$ cat src/rtl/sysid_pkg.sv
// Shared register map and helpers for the system-identification slave.
// Combinational definitions only; no latency.
// No flow control; constants and pure functions.
package sysid_pkg;

  localparam int unsigned OFF_ID        = 0;
  localparam int unsigned OFF_TS        = 1;
  localparam int unsigned OFF_UPTIME_LO = 2;
  localparam int unsigned OFF_UPTIME_HI = 3;
  localparam int unsigned OFF_SCRATCH   = 4;
  localparam int unsigned OFF_CAPS      = 5;
  localparam int unsigned OFF_USER_BASE = 6;

  localparam logic [15:0] CAPS_VERSION = 16'h0001;

  typedef struct packed {
    logic [15:0] version;
    logic [7:0]  rsvd;
    logic [7:0]  num_user;
  } caps_t;

  // Byte-lane merge for partial writes.
  function automatic logic [31:0] apply_be(input logic [31:0] cur,
                                           input logic [31:0] wdat,
                                           input logic [3:0]  be);
    logic [31:0] r;
    r = cur;
    for (int i = 0; i < 4; i++) begin
      if (be[i]) r[8*i +: 8] = wdat[8*i +: 8];
    end
    return r;
  endfunction

endpackage

$ cat src/rtl/sysid_uptime_ctr.sv
// 64-bit free-running uptime counter with clear and coherent high-word snapshot.
// Clear takes effect on the next edge; snapshot loads on the edge it is asserted.
// No backpressure; counts every cycle.
module sysid_uptime_ctr
  import sysid_pkg::*;
(
  input  logic        clock,
  input  logic        reset,
  input  logic        clear,
  input  logic        snap,
  output logic [31:0] lo,
  output logic [31:0] hi_snap
);

  logic [63:0] count;

  always_ff @(posedge clock) begin
    if (reset) begin
      count   <= '0;
      hi_snap <= '0;
    end else begin
      if (clear) count <= '0;
      else       count <= count + 64'd1;
      // Captured from the same sample as the low word returned by this read.
      if (snap) hi_snap <= count[63:32];
    end
  end

  assign lo = count[31:0];

endmodule

$ cat src/rtl/system_0_sysid_ext.sv
// Avalon-MM identity/health slave: ID, timestamp, uptime, scratch, caps, user words.
// Reads return one cycle after the request with a readdatavalid strobe.
// No waitrequest; every request is accepted in the cycle it is presented.
module system_0_sysid_ext
  import sysid_pkg::*;
#(
  parameter logic [31:0] ID_VALUE       = 32'h0000_0000,
  parameter logic [31:0] TIMESTAMP      = 32'd1739663930,
  parameter int          NUM_USER_WORDS = 4,
  parameter int          ADDR_W         = 4,
  parameter logic [31:0] SCRATCH_RESET  = 32'h0000_0000
) (
  input  logic                        clock,
  input  logic                        reset,
  input  logic [ADDR_W-1:0]           address,
  input  logic                        read,
  input  logic                        write,
  input  logic [31:0]                 writedata,
  input  logic [3:0]                  byteenable,
  output logic [31:0]                 readdata,
  output logic                        readdatavalid,
  input  logic [32*NUM_USER_WORDS-1:0] user_words
);

  logic        rd_fire;
  logic        ctr_clear;
  logic        ctr_snap;
  logic [31:0] ctr_lo;
  logic [31:0] ctr_hi_snap;
  logic [31:0] scratch;
  logic [31:0] rd_mux;
  caps_t       caps;

  // A write wins over a simultaneous read; the read is dropped.
  assign rd_fire   = read && !write;
  assign ctr_clear = write && (address == ADDR_W'(OFF_UPTIME_LO));
  assign ctr_snap  = rd_fire && (address == ADDR_W'(OFF_UPTIME_LO));

  assign caps = '{version: CAPS_VERSION, rsvd: 8'd0, num_user: 8'(NUM_USER_WORDS)};

  sysid_uptime_ctr u_ctr (
    .clock   (clock),
    .reset   (reset),
    .clear   (ctr_clear),
    .snap    (ctr_snap),
    .lo      (ctr_lo),
    .hi_snap (ctr_hi_snap)
  );

  always_comb begin
    rd_mux = '0;
    case (address)
      ADDR_W'(OFF_ID):        rd_mux = ID_VALUE;
      ADDR_W'(OFF_TS):        rd_mux = TIMESTAMP;
      ADDR_W'(OFF_UPTIME_LO): rd_mux = ctr_lo;
      ADDR_W'(OFF_UPTIME_HI): rd_mux = ctr_hi_snap;
      ADDR_W'(OFF_SCRATCH):   rd_mux = scratch;
      ADDR_W'(OFF_CAPS):      rd_mux = caps;
      default:                rd_mux = '0;
    endcase
    for (int k = 0; k < NUM_USER_WORDS; k++) begin
      if (address == ADDR_W'(OFF_USER_BASE + k)) rd_mux = user_words[32*k +: 32];
    end
  end

  always_ff @(posedge clock) begin
    if (reset) begin
      readdata      <= '0;
      readdatavalid <= 1'b0;
      scratch       <= SCRATCH_RESET;
    end else begin
      readdatavalid <= rd_fire;
      if (rd_fire) readdata <= rd_mux;
      if (write && (address == ADDR_W'(OFF_SCRATCH)))
        scratch <= apply_be(scratch, writedata, byteenable);
    end
  end

endmodule
$ cat config.mk
export PLATFORM = sky130hd
export DESIGN_NAME = system_0_sysid_ext
export DESIGN_NICKNAME = d
export VERILOG_FILES = /design/src/rtl/sysid_pkg.sv /design/src/rtl/sysid_uptime_ctr.sv /design/src/rtl/system_0_sysid_ext.sv
export SDC_FILE = /design/constraint.sdc
export NUM_CORES = 1
export LEC_CHECK = 0
export CAP_MARGIN = 15
export CORE_ASPECT_RATIO = 1.2
export CORE_MARGIN = 2
export CORE_UTILIZATION = 49
export CTS_CLUSTER_SIZE = 30
export DETAILED_ROUTE_END_ITERATION = 10
export PLACE_DENSITY = 0.84
export SETUP_SLACK_MARGIN = 0.05
export SLEW_MARGIN = 20
export SYNTH_ARGS = -nofsm -noshare
export SYNTH_HDL_FRONTEND = slang
export SYNTH_SLANG_ARGS = --single-unit
$ cat constraint.sdc
create_clock -name clock -period 3 [get_ports clock]
set_input_delay 0.45 -clock clock [delete_from_list [all_inputs] [get_ports clock]]
set_output_delay 0.45 -clock clock [all_outputs]
set_load 0.05 [all_outputs]
==> qor.yml, run 1 <==
status:
  status: "complete, no violations"
yosys:
  synth_simple_gate_area_share_pct: 23.35
  seq_area_frac_synth_pct: 41.08
  synthMuxAreaShare_pct: 4.098
  synth_top_family_by_area: "simple AND/OR/NAND/NOR gates"
  synthXorXnorAreaFrac_pct: 3.795
  synth_compound_area_share_pct: 22.79
  synth-seq-cells: 161
  yosys_warnings: 0
  synth_ff_type: "dfxtp_1"
  synth-adder-area-share_pct: 0.1595
  synth_area_mm2: 0.007846
  synth_area_per_cell_um2: 8.374
  synth_cell_types: 57
  postSynthCellCount: 937
  synth_edf_count: 0
  synth_nets: 1110
  async_reset_ff_share_pct: 0
detailed_routing:
  routed_wl_mm: 27.74
  antenna_left: 0
  drt-initial-drc-count: 843
  vias_per_cell: 6.169
  dr.pass1.iters: 6
  drc: 0
  num_vias: 8272
  wl_per_cell_um: 20.69
clock_network:
  cts_tree: "built"
  cts_hold_buf: 0
  numCtsBuffers: 17
  cts_setup_buffers: 0
  clock_path_buffers: 2
  cts-htree-levels: 4
  post_cts_resized: 0
  clk_latency_ns: 0.44
  clk_pin_slew_ns: 0.06
  clock-sinks: 161
  cts-root-buf: "clkbuf_16"
timing:
  fmax_mhz: 392.7
  finalCritPeriodShare_pct: 84.89
  fin_tns_setup_ns: 0
  period_minus_slack_ns: 2.547
  rsz0062_at_grt: "false"
  slew_headroom_pct: 24.76
  drv_slew: 0
  hold_violations: 0
  final-setup-viol-count: 0
  worst_slew_pin_slew_ns: 1.124
  finClkSkew_ns: 0.006714
die:
  die_x_um: 119.5
  initial_core_util_pct: 50.17
  die_h_um: 142.6
  dieArea_mm2: 0.01705
  io_pins: 205
  fp-row-count: 50
  core_mm2: 0.01564
flow_run:
  cap_violations: 0
cells_and_area:
  finalInstanceArea_mm2: 0.01066
  nets: 1291
  nFillCells: 1254
  multiInputGateArea_mm2: 0.004277
  final_common_cell: "clkdlybuf4s50_1"
  area_growth_pct: 35.83
  final_cell_mix: "clkdlybuf4s50_1 (202), dfxtp_1 (161), nand2_1 (136)"
  final_layout_size_suffix_gt1_share_pct: 7.781
  regArea_mm2: 0.003223
worst_setup_path:
  start_kind: "input pin"
  end_kind: "register"
  r2r_slack_ns: 0.54
  required_ns: 3.32
  worst-endpoint-arrival_ns: 2.87
  worstPathMaxFanout: 30
  crit_type: "input pin to register"
global_route:
  antenna_found_initial: 2
  grt_usage_pct: 31.84
  grt-ovfl-total: 0
  grt_pass1_wl_mm: 41.62
  grt_max_degree: 49
  grt_pass1_vias: 7798
worst_hold_path:
  hold_class: "register to register"
power_and_ir_drop:
  p_leak_nw: 3.516
  power_mw: 4.787
  p_per_area_mw_per_mm2: 449.1
  vdd_drop_max_mv: 0.3422
placed_design:
  gp_congestion: 0.9636
  post_dp_cell_area_mm2: 0.01011
  place_hpwl_mm: 20.76
  portBuffers: 204
[worst max-delay path, cell delays in order]
cell and delay, ns:
clkdlybuf4s50_1 0.66, nand2b_1 0.30, nor3_2 0.07, buf_4 0.24, a221oi_1 0.65, a211oi_1 0.20, a221o_1 0.29
[stage by stage]
stage | worst slack, ns | std cells | hold WS [ns] | util (%)
floorplan | 0.9398 | 937 | 0.4332 | -
global placement | 0.1433 | 1307 | 0.4397 | 64.65
detailed placement | 0.1234 | 1307 | 0.4465 | 64.65
CTS | 0.5818 | 1339 | 0.4551 | 68.11
global route | 0.3602 | 1339 | 0.4714 | 68.11
finish | 0.4534 | 1341 | 0.4540 | 68.14
[power by group]
part           total [mW]  internal (mW)  leakage [nW]  switching [mW]
combinational       0.563          0.295          1.97           0.268
clock                2.05           1.16         0.252           0.893
sequential           2.18           2.16          1.30          0.0166
[synthesized netlist by cell type, types with 21 or more instances]
| cell type | n | area (um2) |
|---|---|---|
| nor2_1 | 63 | 236.5 |
| clkbuf_1 | 47 | 176.4 |
| buf_2 | 21 | 105.1 |
| nand3_1 | 53 | 265.3 |
| mux2i_1 | 31 | 310.3 |
| xor2_1 | 23 | 201.4 |
| a221oi_1 | 29 | 254.0 |
| dfxtp_1 | 161 | 3223 |
| a21oi_1 | 92 | 460.4 |
| nand4_1 | 27 | 168.9 |
| nand2_1 | 136 | 510.5 |
| o21ai_0 | 54 | 270.3 |
[logic make-up (layout without fill, tap and decap cells)]
| logic type | Yosys count | in the layout |
|---|---|---|
| mux | 32 | 32 |
| flops | 161 | 161 |
| other cells | 0 | 2 |
| xor+xnor | 34 | 34 |
| buf+inv | 87 | 281 |
| simple gates | 356 | 356 |
| compound gates | 266 | 266 |
| fa+ha+maj | 1 | 1 |
[final timing paths]
| check | from | to | cells after the start |
|---|---|---|---|
| setup / recovery | address[3] | readdata[23] | 7 |
| hold / removal | scratch[15] | scratch[15] | 2 |
| setup reg to reg | u_ctr.count[2] | u_ctr.count[43] | 5 |
| hold reg to reg | scratch[15] | scratch[15] | 2 |
[final cells by class]
class | count | area share, %
diodes | 2 | 0.04696
clock buffers | 22 | 4.262
multi-input cells | 689 | 40.13
flip-flops and latches | 161 | 30.24
clock inverters | 10 | 0.8218
well taps | 208 | 2.442
repair buffers | 234 | 21.53
inverters | 15 | 0.5283
[routing by layer]
metal	routed length, um	global-route usage [%]	up-vias
li1	-	-	3849
met1	10270	35.71	3889
met2	13480	54.05	443
met3	2439	8.626	91
met4	1553	19.13	0
met5	0	0	-
[registers in the layout, indices dropped and copies added, names as in the netlist]
signal         count
u_ctr.count       64
scratch           32
readdatavalid      1
readdata          32
u_ctr.hi_snap     32
No activity file was read; power rests on OpenSTA's default activity.
==> inputs of run 2 (changes only) <==
==> constraint.sdc (replaced) <==
create_clock -name clock -period 2.6 [get_ports clock]
set_input_delay 0.39 -clock clock [delete_from_list [all_inputs] [get_ports clock]]
set_output_delay 0.39 -clock clock [all_outputs]
set_load 0.05 [all_outputs]
==> qor.yml, run 2 (same netlist as run 1, synthesis figures left out) <==
cells_and_area:
  nets: 1310  # was 1291
  final_common_cell: "clkdlybuf4s50_1"  # unchanged
  final_layout_size_suffix_gt1_share_pct: 9.565  # was 7.781%
  n_antenna_cell: 0  # was 2
  largest_reg_flops: 64  # unchanged
  nFillCells: 1162  # was 1254
  final_cell_mix: "clkdlybuf4s50_1 (202), dfxtp_1 (161), nand2_1 (136)"  # unchanged
  area_growth_pct: 38.93  # was 35.83%
  utilization_pct: 69.70  # was 68.14%
  largest_register: "u_ctr.count"  # unchanged
global_route:
  grt_max_degree: 65  # was 49
  antenna_found_initial: 0  # was 2
  grt_pass1_vias: 7780  # was 7798
  grt-ovfl-total: 0  # unchanged
  grt_usage_pct: 31.55  # was 31.84%
  grt_pass1_wl_mm: 41.79  # was 41.62 mm
power_and_ir_drop:
  switching_share_pct: 23.54  # was 24.60%
  pwr-share-seq_pct: 42.8  # was 45.5%
  combPwrFrac_pct: 11.4  # was 11.8%
  intPower_mw: 4.482  # was 3.609 mW
  p_per_area_mw_per_mm2: 537.8  # was 449.1 mW/mm2
  p_leak_nw: 3.651  # was 3.516 nW
  vdd_drop_max_mv: 0.4047  # was 0.3422 mV
  p_switching_mw: 1.380  # was 1.178 mW
  power_mw: 5.862  # was 4.787 mW
  power.share.clock_pct: 45.8  # was 42.8%
clock_network:
  clk_pin_slew_ns: 0.07  # was 0.06 ns
  cts_setup_buffers: 0  # unchanged
  clock_path_buffers: 2  # unchanged
  clock-sinks: 161  # unchanged
  clk_latency_ns: 0.44  # about the same
  cts_hold_buf: 0  # unchanged
  cts-root-buf: "clkbuf_16"  # unchanged
  numCtsBuffers: 17  # unchanged
  cts_tree: "built"  # unchanged
  cts-htree-levels: 4  # unchanged
worst_setup_path:
  worst-endpoint-arrival_ns: 2.77  # was 2.87 ns
  crit_type: "register to register"  # was input pin to register
  worstPathMaxFanout: 11  # was 30
  end_kind: "register"  # unchanged
  r2r_slack_ns: 0.20  # was 0.54 ns
  start_kind: "register"  # was input pin
  required_ns: 2.97  # was 3.32 ns
timing:
  worst_slack_ns: 0.2015  # was 0.4534 ns
  finClkSkew_ns: 0.009558  # was 0.006714 ns
  hold_violations: 0  # unchanged
  rsz0062_at_grt: "false"  # unchanged
  fin_tns_setup_ns: 0  # unchanged
  fmax_mhz: 416.9
  worst_slew_pin_slew_ns: 1.072  # was 1.124 ns
  finalCritPeriodShare_pct: 92.25
  final-setup-viol-count: 0  # unchanged
  drv_slew: 0  # unchanged
  slew_headroom_pct: 28.26  # was 24.76%
  period_minus_slack_ns: 2.399
placed_design:
  place_hpwl_mm: 20.86  # was 20.76 mm
  pre_cts_ws_ns: -0.01630  # was 0.1234 ns
  gp_congestion: 0.9323  # was 0.9636
  portBuffers: 204  # unchanged
die:
  dieArea_mm2: 0.01705  # unchanged
  io_pins: 205  # unchanged
  die_h_um: 142.6  # unchanged
  fp-row-count: 50  # unchanged
  initial_core_util_pct: 50.17  # unchanged
  core_mm2: 0.01564  # unchanged
  die_x_um: 119.5  # unchanged
status:
  status: "complete, no violations"  # unchanged
detailed_routing:
  drc: 0  # unchanged
  dr.pass1.iters: 7  # was 6
  drt-initial-drc-count: 1184  # was 843
  num_vias: 8552  # was 8272
  antenna_left: 0  # unchanged
  wl_per_cell_um: 20.65  # was 20.69 um
  routed_wl_mm: 28.05  # was 27.74 mm
  vias_per_cell: 6.297  # was 6.169
worst_hold_path:
  hold_class: "input pin to register"  # was register to register
flow_run:
  cap_violations: 0  # unchanged
run 2: changes by cell type in the layout (fill, tap and decap cells not counted), sizes merged:
cell      before  now
clkinvlp       5    3
clkbuf        22   20
inv           15   16
bufinv         1    4
buf           32   51
diode          2    0
run 2: layer usage:
metal	track usage [%]	vias up	part of all wire (%)	routed length, um
li1	-	3887	-	-
met3	7.428	110	9.0	2535
met2	54.14	507	48	13560
met4	18.95	0	5.9	1646
met5	0	-	0	0
met1	35.61	4048	37	10310
run 2: stage by stage:
step / cell area, um2 / cells / hold WS, ns
after detailed placement: 10270 / 1326 / 0.4462
final: 10900 / 1358 / 0.2659
after floorplan: 7846 / 937 / 0.4332
after global placement: 10270 / 1326 / 0.4408
after CTS: 10900 / 1358 / 0.2566
after global routing: 10900 / 1358 / 0.2842
run 2: final timing paths:
| check | startpoint | to | cells past startpoint |
|---|---|---|---|
| setup / recovery | u_ctr.count[1] | u_ctr.count[60] | 7 |
| hold reg to reg | u_ctr.hi_snap[30] | u_ctr.hi_snap[30] | 2 |
| hold / removal | reset | readdata[16] | 2 |
| setup reg to reg | u_ctr.count[1] | u_ctr.count[60] | 7 |
run 2: layout make-up:
cell class / count / area (um2) / share of cell area [%]
sequential: 161 / 3223 / 29.57
clock buffer: 20 / 446.7 / 4.098
clock inverter: 12 / 182.7 / 1.676
timing repair buffer: 253 / 2450 / 22.47
tap: 208 / 260.3 / 2.388
multi-input combinational: 689 / 4282 / 39.28
inverter: 15 / 56.30 / 0.5165
run 2: timing repair:
item                                   in CTS  in global routing
setup endpoints to repair                   0                  3
endpoints found under the hold margin       0                  0
gates resized for setup                     0                  1
run 2: worst max-delay path, cell delays in order, from the launching register on:
cell and delay (ns):
dfxtp_1 0.41, ha_1 0.24, nand4_1 0.26, nor4_4 0.28
buf_4 0.23, and4_1 0.54, nand4_1 0.19, a21oi_1 0.17
run 2: power by group through the flow:
stage	Combinational (mW)	Sequential, mW	Clock [mW]
after global routing	0.697	2.51	2.79
after floorplan	0.191	2.62	0
after global placement	0.657	2.56	0
after CTS	0.661	2.51	2.68
final	0.670	2.51	2.68
after detailed placement	0.655	2.56	0
==> inputs of run 3 (changes only) <==
--- a/config.mk
+++ b/config.mk
@@ -5,7 +5,7 @@
 export SDC_FILE = /design/constraint.sdc
 export NUM_CORES = 1
 export LEC_CHECK = 0
-export CAP_MARGIN = 15
+export CAP_MARGIN = 25
 export CORE_ASPECT_RATIO = 1.2
 export CORE_MARGIN = 2
 export CORE_UTILIZATION = 49
==> results of run 3 <==
No change in the layout: final DEF, timing and power equal those of run 2.
==> variant 1 (config.mk and constraints of run 2) <==
Set the parameter `ADDR_W` to 3 (it was 4).
--- a/src/rtl/system_0_sysid_ext.sv
+++ b/src/rtl/system_0_sysid_ext.sv
@@ -7,7 +7,7 @@
   parameter logic [31:0] ID_VALUE       = 32'h0000_0000,
   parameter logic [31:0] TIMESTAMP      = 32'd1739663930,
   parameter int          NUM_USER_WORDS = 4,
-  parameter int          ADDR_W         = 4,
+  parameter int          ADDR_W         = 3,
   parameter logic [31:0] SCRATCH_RESET  = 32'h0000_0000
 ) (
   input  logic                        clock,
Interface: changed (resized address); port bits go from 205 to 204. No check against the original RTL was run, so the function may have changed too.
==> variant 1 against run 2 <==
- final area shrank 0.34%
- sequential share of layout area grew 0.10 points
- area after synthesis grew 2.7%
- setup slack gained 0.047 ns
- total power shrank 1.5%
- highest routed layer unchanged
- sequential cell count is the same
- routed wire length shrank 5.2%
==> variant 1: results <==
worst_hold_path:
  holdCritStartpoint: "reset"
  min_to: "scratch[28]$_SDFFE_PP0P_"
timing:
  timing.final.crit_period_ns: 2.352
  skew_ns: 0.006843
  holdWs_ns: 0.3229
routing:
  firstDrtPassIters: 6
  met3WireLength_um: 2219
  met1Wirelength_um: 10700
  vias_per_cell: 6.008
  routed_wirelength_um: 26600
  drtIter0Drc: 872
global_routing:
  grt_util_met2_pct: 50.12
  grt_max_degree: 60
  grt_pass1_vias: 7845
  grtUsageTotal_pct: 29.60
synth:
  synth-compound-area-share_pct: 22.28
  syn_inst: 1045
  ys_top_cells_by_area: "dfxtp_1 (40%), nand2_1 (7.2%), a21oi_1 (6.1%)"
  yosysSeqAreaShare_pct: 39.99
  synthMuxAreaShare_pct: 4.751
  yosys.area_share.adder_pct: 0.1553
  ys.flop_type: "dfxtp_1"
  synth_common_cells: "dfxtp_1 (161), nand2_1 (155), nor2_1 (104)"
  synth_nets: 1217
  synth_xor_xnor_area_share_pct: 2.934
  synth_cell_types: 43
cells_and_area:
  instances_no_fill: 1438
  fillerInstances: 1347
  layout-drive-gt1-share_pct: 6.444
  final_cell_area_um2: 10860
power:
  p_sw_share_pct: 25.01
  p_comb_uw: 836
  peakVddDrop_uv: 468.9
  leakagePower_uw: 0.003600
  p_comb_share_pct: 14.5
  powerClk_uw: 2400
placed_design:
  numPortBuffers: 203
  gp_congestion: 0.8707
  dpl.hpwl_um: 18760
  placed_cell_area_um2: 10300
worst_setup_path:
  reg2reg_from: "u_ctr.count[2]$_SDFF_PP0_"
  rrSetupSlack_ns: 0.25
  crit_fanout: 21
  crit_path_end: "u_ctr.count[59]$_SDFF_PP0_"
  cp.arrival_ns: 2.71
  ff2ff_path_depth: 5
status:
  outcome: "finished clean"
-- variant 1: changes by cell type after synthesis, moves of 24 or more --
cell | run 2 | this run
a221oi_1 | 29 | 0
a32o_1 | 0 | 30
clkbuf_1 | 47 | 71
inv_1 | 15 | 42
nor2_1 | 63 | 104
o21ai_0 | 54 | 79
o221ai_1 | 1 | 32
-- variant 1: area by class of cell --
class / instances / area share, %
Inverter: 42 / 1.451
Timing Repair Buffer: 234 / 21.12
Multi-Input combinational cell: 758 / 40.15
Tap cell: 212 / 2.442
Clock inverter: 12 / 1.083
Sequential cell: 161 / 29.67
Clock buffer: 19 / 4.077
-- variant 1: critical path, cell delays in order (launching register included) --
cell and delay [ns]:
dfxtp_1 0.48, nand3_4 0.18, nor4_4 0.46, nand3_2 0.39
or4_1 0.61, a21oi_1 0.15
==> variant 2 (config.mk and constraints of run 2) <==
Made on the original files. Make the reset (`reset`) asynchronous in 2 clocked blocks.
--- a/src/rtl/sysid_uptime_ctr.sv
+++ b/src/rtl/sysid_uptime_ctr.sv
@@ -14,7 +14,7 @@
 
   logic [63:0] count;
 
-  always_ff @(posedge clock) begin
+  always_ff @(posedge clock or posedge reset) begin
     if (reset) begin
       count   <= '0;
       hi_snap <= '0;
--- a/src/rtl/system_0_sysid_ext.sv
+++ b/src/rtl/system_0_sysid_ext.sv
@@ -63,7 +63,7 @@
     end
   end
 
-  always_ff @(posedge clock) begin
+  always_ff @(posedge clock or posedge reset) begin
     if (reset) begin
       readdata      <= '0;
       readdatavalid <= 1'b0;
Function: differs if reset is asserted again (counterexample within 4 cycles, from zero or initial values and one cycle with reset high); with reset held inactive, the same outputs for 4 cycles.
==> variant 2 against run 2 <==
- critical path type unchanged
- largest cell class unchanged
- die area rose by 12%
- via count is 1.7% lower
- area after synthesis increased by 12%
- clock skew shrank 0.0029 ns
- sequential share of layout area rose by 4.5 points
- final area up 8.6%
- critical path depth is 1 lower
- setup slack improved by 0.14 ns
- sequential cell count is the same
- utilization down 2.3 points
- routed wire length up 5.6%
Power is not compared: it rests on default switching activity, and its combinational part moved more than twofold at a synthesized area within 25%.
==> variant 2: results <==
global_routing:
  grtUsageTotal_pct: 31.19
  grt_pass1_vias: 8314
  grt_max_degree: 44
  grt_pass1_wl_um: 45890
  grt_antenna_before_repair: 3
placed_design:
  pre_cts_ws_ns: 0.002405
  place_inst: 1305
  gp_congestion: 0.9350
  dpl.hpwl_um: 21970
timing:
  worst_slew_pin_slew_ns: 0.6589
  skew_ns: 0.006698
routing:
  num_vias: 8403
  firstDrtPassIters: 5
  wire_per_inst_um: 22.13
  vias_per_cell: 6.280
synth:
  syn_inst: 901
  synth-compound-area-share_pct: 17.85
  synth_nets: 1074
  yosys.area_share.adder_pct: 0.1422
  ys_top_cells_by_area: "dfrtp_1 (46%), mux2_2 (9.6%), a211oi_1 (5.3%)"
  synth_common_cells: "dfrtp_1 (161), nand2_1 (83), mux2_2 (75)"
  synth_xor_xnor_area_share_pct: 3.286
  synth_cell_types: 50
  yosysSeqAreaShare_pct: 45.80
worst_setup_path:
  crit_path_max_incr_delay_ns: 0.48
  critPathLaunch: "u_ctr.count[19]$_DFF_PP0_"
  reg2reg_from: "u_ctr.count[19]$_DFF_PP0_"
  crit_fanout: 9
cells_and_area:
  nets: 1277
  layout-drive-gt1-share_pct: 15.95
worst_hold_path:
  worstHoldPathType: "in2async"
status:
  outcome: "finished clean"
[variant 2: area by class of cell]
cell class / instances / area [µm²]
diodes: 2 / 5.005
clock buffers: 22 / 474.2
clock inverters: 9 / 60.06
fillers: 1286 / 5731
inverters: 9 / 37.54
multi-input cells: 662 / 4467
flip-flops and latches: 161 / 4029
well taps: 220 / 275.3
repair buffers: 253 / 2495
[variant 2: power by group through the flow]
| stage | sequential (µW) | clock [µW] | combinational, µW |
|---|---|---|---|
| floorplan | 3600 | 0 | 837 |
| global placement | 3490 | 0 | 1740 |
| detailed placement | 3520 | 0 | 1790 |
| CTS | 3480 | 2320 | 1810 |
| global route | 3550 | 2420 | 1960 |
| finish | 3500 | 2310 | 1820 |
[variant 2: routing by layer]
layer  vias to the layer above  routed length (µm)  GRT usage (%)
li1                       3748                   -              -
met4                         0                1251          13.90
met1                      4101               11410          39.39
met5                         -                   0              0
met3                        84                2705          6.782
met2                       470               14240          51.83
[variant 2: critical path, delay by kind of cell (launching register included)]
kind | cells | cell delay [ns]
AND/OR/NAND/NOR | 4 | 1.35
flip-flops | 1 | 0.47
buffers and inverters | 1 | 0.20
AO/OA/AOI/OAI | 1 | 0.16
[variant 2: final timing paths]
kind                                             end  depth (start not counted)  slack, ns
min in group clock          readdata[14]$_DFFE_PP0P_                          2       0.48
max                        u_ctr.count[33]$_DFF_PP0_                          6       0.34
max in group asynchronous  u_ctr.count[32]$_DFF_PP0_                          3       1.57
min reg2reg                 readdata[14]$_DFFE_PP0P_                          2       0.48
min                         readdata[22]$_DFFE_PP0P_                          2       0.40
max reg2reg                u_ctr.count[33]$_DFF_PP0_                          6       0.34
[variant 2: logic make-up (layout without fill, tap and decap cells)]
kind of cell	after synthesis	in the layout
AND/OR/NAND/NOR	313	313
AO/OA/AOI/OAI	238	238
flip-flops	161	161
buffers and inverters	78	293
multiplexers	77	77
XOR/XNOR	33	33
adder cells (fa/ha/maj)	1	1
other	0	2
[variant 2: stage by stage]
step                      area [µm²]  power, µW
after floorplan                 8800       4440
after global placement         11300       5238
after detailed placement       11300       5310
after CTS                      11840       7602
after global routing           11840       7924
final                          11840       7623
